**config.mk**
```make
export PLATFORM = sky130hd
export DESIGN_NAME = lru_age_tracker
export DESIGN_NICKNAME = d
export VERILOG_FILES = /design/src/rtl/lru_age_tracker.sv
export SDC_FILE = /design/constraint.sdc
export NUM_CORES = 1
export LEC_CHECK = 0
export CORE_UTILIZATION = 40
export DETAILED_ROUTE_END_ITERATION = 8
export MAX_ROUTING_LAYER = met4
export PLACE_DENSITY = 0.6
export SYNTH_ARGS = -nofsm -noshare
export SYNTH_HDL_FRONTEND = slang
export SYNTH_SLANG_ARGS = --single-unit
export TNS_END_PERCENT = 30
```
**constraint.sdc**
```tcl
create_clock -name clk -period 13.92 [get_ports clk]
set_input_delay 2.784 -clock clk [delete_from_list [all_inputs] [get_ports clk]]
set_output_delay 2.784 -clock clk [all_outputs]
set_load 0.05 [all_outputs]
```
**src/rtl/lru_age_tracker.sv**
```systemverilog
// lru_age_tracker: true-LRU replacement state for one cache set.
// Each way holds a unique age (0 = most recently used, NUM_WAYS-1 = least
// recently used) and a valid bit. Access/fill moves a way to the MRU end.
// Invalidate moves it to the LRU end. The ages stay a permutation at all
// times. A victim is offered every cycle: invalid unlocked ways are chosen
// first, and otherwise the oldest unlocked valid way is chosen.
module lru_age_tracker #(
  parameter int NUM_WAYS = 4,
  parameter int IDX_W    = $clog2(NUM_WAYS)
) (
  input  logic                clk,
  input  logic                rst,
  input  logic                access_v_i,
  input  logic [IDX_W-1:0]    access_idx_i,
  input  logic                access_fill_i,
  input  logic                inval_v_i,
  input  logic [IDX_W-1:0]    inval_idx_i,
  input  logic [NUM_WAYS-1:0] lock_mask_i,
  output logic [IDX_W-1:0]    victim_idx_o,
  output logic                victim_v_o,
  output logic                all_valid_o
);

  localparam logic [IDX_W-1:0] OLDEST = IDX_W'(NUM_WAYS - 1);
  localparam logic [IDX_W-1:0] ONE    = IDX_W'(1);

  logic [NUM_WAYS-1:0][IDX_W-1:0] age;
  logic [NUM_WAYS-1:0]            valid;

  logic [IDX_W-1:0] access_age;
  logic [IDX_W-1:0] inval_age;

  logic             inv_found;
  logic [IDX_W-1:0] inv_idx;
  logic             old_found;
  logic [IDX_W-1:0] old_idx;
  logic [IDX_W-1:0] old_age;

  assign access_age = age[access_idx_i];
  assign inval_age  = age[inval_idx_i];

  // Age/valid update. Reset wins over invalidate, and invalidate wins over a
  // same-cycle access, which is then dropped.
  always_ff @(posedge clk) begin
    if (rst) begin
      for (int i = 0; i < NUM_WAYS; i++) begin
        age[i] <= IDX_W'(i);
      end
      valid <= '0;
    end else if (inval_v_i) begin
      for (int i = 0; i < NUM_WAYS; i++) begin
        if (IDX_W'(i) == inval_idx_i) begin
          age[i] <= OLDEST;
        end else if (age[i] > inval_age) begin
          age[i] <= age[i] - ONE;
        end
      end
      valid[inval_idx_i] <= 1'b0;
    end else if (access_v_i) begin
      for (int i = 0; i < NUM_WAYS; i++) begin
        if (IDX_W'(i) == access_idx_i) begin
          age[i] <= '0;
        end else if (age[i] < access_age) begin
          age[i] <= age[i] + ONE;
        end
      end
      if (access_fill_i) begin
        valid[access_idx_i] <= 1'b1;
      end
    end
  end

  // Victim search: lowest-index invalid unlocked way, else oldest unlocked valid way.
  always_comb begin
    inv_found = 1'b0;
    inv_idx   = '0;
    old_found = 1'b0;
    old_idx   = '0;
    old_age   = '0;
    for (int i = 0; i < NUM_WAYS; i++) begin
      if (!valid[i] && !lock_mask_i[i] && !inv_found) begin
        inv_found = 1'b1;
        inv_idx   = IDX_W'(i);
      end
    end
    for (int i = 0; i < NUM_WAYS; i++) begin
      if (valid[i] && !lock_mask_i[i] && (!old_found || age[i] > old_age)) begin
        old_found = 1'b1;
        old_idx   = IDX_W'(i);
        old_age   = age[i];
      end
    end
  end

  assign victim_v_o   = inv_found | old_found;
  assign victim_idx_o = inv_found ? inv_idx : (old_found ? old_idx : '0);
  assign all_valid_o  = &valid;

endmodule

```
==> results.tsv, run 1 <==
stage	metric	value	unit
critical_path	rr_startpoint	age[5]	
detailed_routing	postRouteAntennaNets	0	
yosys	synthFlopType	dfxtp_1	
critical_path	worst-setup-path-type	in -> out	
sta	hold_viol_final	0	
yosys	netlist.area_leader.share	15.5	%
sta	fin_setup_tns	0	ns
finish	drive_above_1_share	6.03	%
yosys	ys_ff_latch	12	
clock_network	cts_buffer_depth	2	
critical_path	crit_path_start_kind	primary input	
clock_network	clk_latency	0.24	ns
yosys	synth_simple_gate_area_share	23.1	%
global_route	grt_max_degree	22	
sta	final.period_utilization	74.0	%
die	die_w	64.2	µm
yosys	synth_top_family_by_area	compound AO/OA/AOI/OAI gates	
global_route	grt_pass1_vias	1479	
critical_path	required	11.14	ns
critical_path	cp_slowest_cell	clkdlybuf4s50_1	
finish	final_net_count	231	
yosys	synth_area	1550	µm²
clock_network	postCtsHoldBufs	0	
yosys	synthMuxAreaShare	8.32	%
clock_network	cts_root_buf	clkbuf_8	
global_route	grt_pass1_wl	7.02	mm
yosys	synth_area_leader_cell	dfxtp_1	
critical_path	rrSetupSlack	11.39	ns
yosys	yosysMostFrequentCell	ha_1	
status	outcome	complete, no violations	
global_route	grt_usage	22.1	%
critical_path	r2r_cells	8	
power_and_ir_drop	p_per_area	157	nW/µm²
sta	final.min_clock_period	10.30	ns
finish	multiInputGateArea	1190	µm²
detailed_routing	drc	0	
yosys	avgSynthCellArea	8.07	µm²
yosys	synth-async-reset-ratio	0	%
clock_network	post_cts_buffers	0	
yosys	syn-instance-count	192	
placed_design	gp_congestion	0.861	
yosys	ys_seq_area_share	15.5	%
sta	worst_slew_pin_slew	0.833	ns
detailed_routing	vias	1531	
finish	final_util	47.2	%
die	initial_core_util	42.0	%
yosys	synthTopCellsByCount	ha_1 (18), nor2_1 (15), a21oi_1 (14), nand2_1 (13), dfxtp_1 (12)	
detailed_routing	drt_iter0_drc	77	
sta	setup_viol_count_final	0	
critical_path	crit_chain	clkdlybuf4s50_1 -> nor2b_1 -> nand2_1 -> ha_1 -> nor2b_1 -> o21ai_0 -> a21oi_1 -> a22oi_1 -> ha_1 -> nor2b_1 -> a2bb2oi_1 -> o21bai_1 -> mux2_2 -> ha_1 -> nor2b_1 -> o21ai_0 -> a21oi_1 -> a21oi_1 -> o21ai_0 -> clkdlybuf4s50_1	
finish	n_fill_cell	380	
clock_network	cts_resized	0	
yosys	synth_compound_area_share	28.7	%
critical_path	crit_top_cell	nor2b_1	
finish	finalNonFillerCells	247	
die	rows	22	
power_and_ir_drop	peakVddDrop	0.0766	mV
die	die_area	4130	µm²
yosys	synth-xor-area-share	2.26	%
critical_path	slowest_delay	0.83	ns
placed_design	port_buffers	16	
yosys	synth.distinct_cells	55	
critical_path	path_max_fanout	5	
die	num_io_pins	17	
yosys	synth_warnings	0	
sta	layout_setup_ws	3.62	ns
worst_hold_path	hold_depth	2	
die	die_y	64.2	µm
yosys	synth_area_leaders	dfxtp_1 (16%), ha_1 (15%), a21oi_1 (4.5%)	
worst_hold_path	min_path_type	reg -> reg	
finish	seqCellArea	240	µm²
detailed_routing	drtPass1Iterations	4	
critical_path	cp.arrival	7.52	ns
global_route	antenna_found_initial	0	
detailed_routing	drt-vias-per-instance	6.20	
placed_design	place_inst	243	
sta	skew	0.00129	ns
finish	antenna_cells	0	
clock_network	cts_tree	yes	
worst_hold_path	holdPathEnd	valid[2]	
yosys	synth_fp_nets	223	
critical_path	cp-end-kind	output port	
clock_network	clock_sinks	12	
yosys	synthAdderAreaFrac	14.5	%
sta	max_freq	97.1	MHz
die	core-area	3690	µm²
clock_network	htreeDepth	1	
run	cap_violations	0	
critical_path	r2r_end	age[5]	
clock_network	clk_pin_slew	0.06	ns
yosys	synth_edf_count	0	
power_and_ir_drop	p_leak	0.703	nW
finish	syn_to_final_growth	12.4	%
sta	slew_headroom	44.3	%
global_route	grt-ovfl-total	0	
detailed_routing	wl_per_cell	16.8	µm
placed_design	dp_hpwl	3.10	mm
worst_hold_path	worstHoldStart	valid[2]	
detailed_routing	drt_wl_total	4.16	mm
sta	slew_viol_final	0	
sta	rsz0062_at_grt	false	
placed_design	dp_slack	3.63	ns
clock_network	cts_made_buffers	3	
[through the flow]
step	hold WS [ns]	power [mW]	instance area [µm²]
final	0.572	0.273	1740
after global routing	0.607	0.298	1740
after CTS	0.573	0.272	1740
after detailed placement	0.563	0.230	1690
after global placement	0.564	0.222	1690
after floorplan	0.514	0.193	1550
[layer usage]
| metal | GRT usage [%] | wire [µm] | up-vias | part of all wire, % |
|---|---|---|---|---|
| met5 | - | 0 | - | 0 |
| met4 | 4.72 | 18 | 0 | 0.43 |
| met3 | 3.04 | 149 | 4 | 3.6 |
| met2 | 37.4 | 2050 | 34 | 49 |
| met1 | 27.8 | 1940 | 747 | 47 |
| li1 | - | - | 746 | - |
[cell type report]
cell class,instances,area share [%]
timing repair buffer,16,9.20
tap,48,3.45
multi-input combinational,158,68.4
clock buffer,4,3.16
inverter,9,1.94
sequential,12,13.8
[registers in the layout, indices dropped and copies added (netlist names)]
| signal | flops |
|---|---|
| age | 8 |
| valid | 4 |
[cell families after synthesis]
| group | Yosys count |
|---|---|
| AND/OR/NAND/NOR | 66 |
| AO/OA/AOI/OAI | 62 |
| buffers and inverters | 22 |
| adder cells (fa/ha/maj) | 18 |
| flip-flops | 12 |
| multiplexers | 8 |
| XOR/XNOR | 4 |
[where the power goes]
group / switching (mW) / total (mW) / internal (mW) / leakage, nW
sequential: 0.0241 / 0.0688 / 0.0447 / 0.0987
clock: 0.0148 / 0.0399 / 0.0250 / 0.0288
combinational: 0.0851 / 0.164 / 0.0790 / 0.576
total: 0.124 / 0.273 / 0.149 / 0.703
[cells in the final DEF (no fill, tap or decap), types with 5 or more instances in the layout]
cell,Yosys,layout
a21oi_1,14,14
clkdlybuf4s50_1,0,16
dfxtp_1,12,12
ha_1,18,18
inv_1,8,8
nand2_1,13,13
nand2b_1,9,9
nand3_1,5,5
nor2_1,15,15
nor2b_1,8,8
o21ai_0,9,9
[worst max path at each step]
| stage | startpoint | end | slack (ns) | depth (start not counted) |
|---|---|---|---|---|
| detailed placement | lock_mask_i[0] | victim_idx_o[0] | 3.63 | 20 |
| global placement | lock_mask_i[0] | victim_idx_o[0] | 3.80 | 20 |
| floorplan | lock_mask_i[0] | victim_idx_o[0] | 4.33 | 18 |
| global route | lock_mask_i[0] | victim_idx_o[1] | 3.30 | 20 |
| CTS | lock_mask_i[0] | victim_idx_o[0] | 3.62 | 20 |
| finish | lock_mask_i[0] | victim_idx_o[0] | 3.62 | 20 |
[worst max-delay path: cells and delay by family]
| kind | cells | cell delay (ns) |
|---|---|---|
| AOI/OAI and AO/OA | 9 | 1.51 |
| adders and majority gates | 3 | 0.86 |
| buffers and inverters | 2 | 1.31 |
| muxes | 1 | 0.38 |
| and+or+nand+nor | 5 | 0.68 |
(Power assumes the default switching activity.)
==> run 2: changes to the inputs <==
- clock period: 13.92 -> 10.1 ns (I/O delays scaled with it)
==> results of run 2 <==
The final DEF is identical to that of run 1. Status: complete, no violations.
Among the figures that moved: setup slack after placement 3.63 ns -> 1.34 ns; setup slack after layout 3.62 ns -> 1.33 ns; register-to-register setup slack 11.39 ns -> 7.57 ns; total power 0.273 mW -> 0.376 mW; worst IR drop on VDD 0.0766 mV -> 0.106 mV
==> run 3: changes to the inputs <==
- ABC_AREA: not set -> 1
- REMOVE_ABC_BUFFERS: not set -> 1
==> run 3 against run 2 <==
Utilization up 2.3 points. Via count about the same. Clock skew about the same. Combinational power fell by 27%. Power is 24% lower. Routed wire length shrank 9.5%. Clock power is 23% lower. Register-to-register slack improved by 0.16 ns. Largest cell class unchanged. Largest power group unchanged.
==> results.tsv, run 3 <==
stage	metric	value	unit	change
critical_path	cp_slowest_cell	clkdlybuf4s50_1		
global_route	grt_pass1_wl	6.54	mm	-6.8%
critical_path	worst-setup-path-type	in -> out		
global_route	grt_usage	21.6	%	-0.50 points
critical_path	r2r_end	age[4]		
die	num_io_pins	17		unchanged
critical_path	required	8.08	ns	
power_and_ir_drop	peakVddDrop	0.0771	mV	
sta	final.min_clock_period	8.22	ns	
clock_network	clk_latency	0.28	ns	+0.04 ns
yosys	synthAdderAreaFrac	15.4	%	+0.85 points
global_route	grt-ovfl-total	0		unchanged
placed_design	dp_slack	1.91	ns	
worst_hold_path	hold_depth	2		unchanged
sta	slew_viol_final	0		unchanged
critical_path	rrSetupSlack	7.73	ns	
die	die_area	3910	µm²	-5.3%
die	rows	21		-4.5%
detailed_routing	drtPass1Iterations	4		unchanged
critical_path	cp.arrival	6.20	ns	
yosys	synth_area	1460	µm²	-5.5%
worst_hold_path	min_path_type	reg -> reg		
clock_network	cts_tree	yes		
detailed_routing	vias	1532		+0.065%
sta	rsz0062_at_grt	false		
detailed_routing	wl_met1	1.99	mm	+2.4%
global_route	antenna_found_initial	0		unchanged
finish	drive_above_1_share	11.2	%	+5.2 points
sta	layout_setup_ws	1.88	ns	
critical_path	cp-end-kind	output port		
finish	final_common_cell	nand2_1		
placed_design	dp_hpwl	3.02	mm	-2.5%
placed_design	place_inst	301		+24%
finish	finalNonFillerCells	305		+23%
yosys	netlist.area_leader.share	16.4	%	+0.90 points
yosys	ys_seq_area_share	16.4	%	+0.90 points
clock_network	cts_buffer_depth	2		unchanged
die	core-area	3420	µm²	-7.4%
critical_path	r2r_cells	12		+4
worst_hold_path	holdPathEnd	age[6]		
clock_network	post_cts_buffers	0		unchanged
critical_path	slowest_delay	0.81	ns	-0.02 ns
global_route	grt_pass1_vias	1377		-6.9%
sta	final.period_utilization	81.4	%	
detailed_routing	drc	0		unchanged
sta	max_freq	122	MHz	
critical_path	rr_startpoint	age[7]		
clock_network	cts_resized	0		unchanged
run	cap_violations	0		unchanged
detailed_routing	met2_wirelength	1.63	mm	-21%
yosys	synth_area_leader_cell	dfxtp_1		
finish	antenna_cells	0		unchanged
yosys	synth_edf_count	0		unchanged
yosys	yosysMostFrequentCell	nand2_1		
yosys	synthTopCellsByCount	nand2_1 (60), inv_1 (26), nor2_1 (25), ha_1 (18), o21ai_0 (14)		
global_route	grt_max_degree	22		unchanged
finish	largestRegisters	age (8), valid (4)		
yosys	ys_ff_latch	12		unchanged
clock_network	cts_root_buf	clkbuf_4		
finish	n_fill_cell	371		-2.4%
yosys	synth-xor-area-share	2.39	%	+0.13 points
worst_hold_path	worstHoldStart	age[6]		
clock_network	postCtsHoldBufs	0		unchanged
critical_path	crit_path_start_kind	primary input		
die	die_y	62.5	µm	-2.7%
yosys	avgSynthCellArea	6.05	µm²	-25%
yosys	synth_simple_gate_area_share	33.3	%	+10 points
yosys	synth.distinct_cells	26		-53%
critical_path	path_max_fanout	5		unchanged
critical_path	crit_top_cell	nand2_1		
placed_design	port_buffers	16		unchanged
sta	slew_headroom	46.3	%	+2.1 points
clock_network	htreeDepth	1		unchanged
sta	skew	0.00111	ns	-0.000173 ns
yosys	synth_compound_area_share	20.8	%	-7.9 points
finish	regMostFlops	age		
detailed_routing	top_layer_used	met4		
detailed_routing	postRouteAntennaNets	0		unchanged
power_and_ir_drop	fin_total_pwr	285	µW	
clock_network	clk_pin_slew	0.09	ns	+0.03 ns
detailed_routing	drt-vias-per-instance	5.02		-19%
yosys	syn-instance-count	242		+26%
finish	largest_reg_flops	8		unchanged
sta	worst_slew_pin_slew	0.802	ns	-0.0309 ns
yosys	synth-async-reset-ratio	0	%	unchanged
sta	setup_viol_count_final	0		unchanged
die	initial_core_util	42.9	%	+0.86 points
yosys	synth_area_leaders	dfxtp_1 (16%), ha_1 (15%), nand2_1 (15%)		
detailed_routing	drt_iter0_drc	48		-38%
sta	fin_setup_tns	0	ns	unchanged
yosys	synthMuxAreaShare	0	%	-8.3 points
yosys	synth_warnings	0		unchanged
finish	final_net_count	291		+26%
power_and_ir_drop	p_leak	0.834	nW	+19%
die	die_w	62.5	µm	-2.7%
finish	syn_to_final_growth	15.4	%	
detailed_routing	wl_met3	133	µm	-11%
placed_design	gp_congestion	0.855		-0.69%
detailed_routing	wl_per_cell	12.3	µm	-27%
yosys	synthFlopType	dfxtp_1		
finish	final_cell_mix	nand2_1 (60), inv_1 (26), nor2_1 (25), ha_1 (18), clkdlybuf4s50_1 (16)		
yosys	synth_top_family_by_area	simple AND/OR/NAND/NOR gates		
detailed_routing	drt_wl_total	3.76	mm	-9.5%
status	outcome	complete, no violations		
sta	hold_viol_final	0		unchanged
clock_network	cts_made_buffers	3		unchanged
clock_network	clock_sinks	12		unchanged
power_and_ir_drop	p_per_area	169	nW/µm²	
==> run 3: per-stage QoR <==
step / util [%] / instance area, µm² / hold slack, ns
after floorplan: - / 1440 / 0.482
after global placement: 48.4 / 1650 / 0.514
after detailed placement: 48.4 / 1650 / 0.518
after CTS: 49.5 / 1690 / 0.532
after global routing: 49.5 / 1690 / 0.589
final: 49.5 / 1690 / 0.524
==> run 3: logic make-up after synthesis <==
kind of cell    count (synthesis)
simple gates                  116
buf+inv                        41
flops                          12
compound gates                 51
xor+xnor                        4
fa+ha+maj                      18
==> run 3: worst max-delay path, delay by kind of cell <==
family                   cells  cell delay [ns]
AO/OA/AOI/OAI                7             0.58
buffers and inverters        7             1.48
adder cells (fa/ha/maj)      3             0.92
AND/OR/NAND/NOR             14             1.22
==> run 3: layer usage <==
metal / vias to the layer above / track usage (%)
met2: 26 / 31.4
li1: 837 / -
met3: 2 / 3.65
met4: 0 / 4.65
met5: - / -
met1: 667 / 30.8
==> run 3: where the power goes <==
group          total, mW  switching (mW)  internal (mW)
Sequential        0.0772          0.0196         0.0576
Combinational      0.166          0.0977         0.0680
Clock             0.0420          0.0200         0.0219
==> run 3: final cells by class <==
cell class | instances | area [µm²] | area share, %
clock buffer | 4 | 36.3 | 2.15
inverter | 38 | 143 | 8.44
multi-input combinational | 189 | 1050 | 62.3
sequential | 12 | 240 | 14.2
tap | 46 | 57.6 | 3.41
timing repair buffer | 16 | 160 | 9.48
==> run 3: worst max path at each step <==
stage	start	endpoint	slack (ns)	cells after the start
global route	lock_mask_i[0]	victim_idx_o[0]	1.41	31
CTS	lock_mask_i[0]	victim_idx_o[0]	1.92	31
detailed placement	lock_mask_i[0]	victim_idx_o[0]	1.91	31
floorplan	lock_mask_i[0]	victim_idx_o[1]	2.90	27
finish	lock_mask_i[0]	victim_idx_o[0]	1.88	31
global placement	lock_mask_i[0]	victim_idx_o[0]	1.94	31
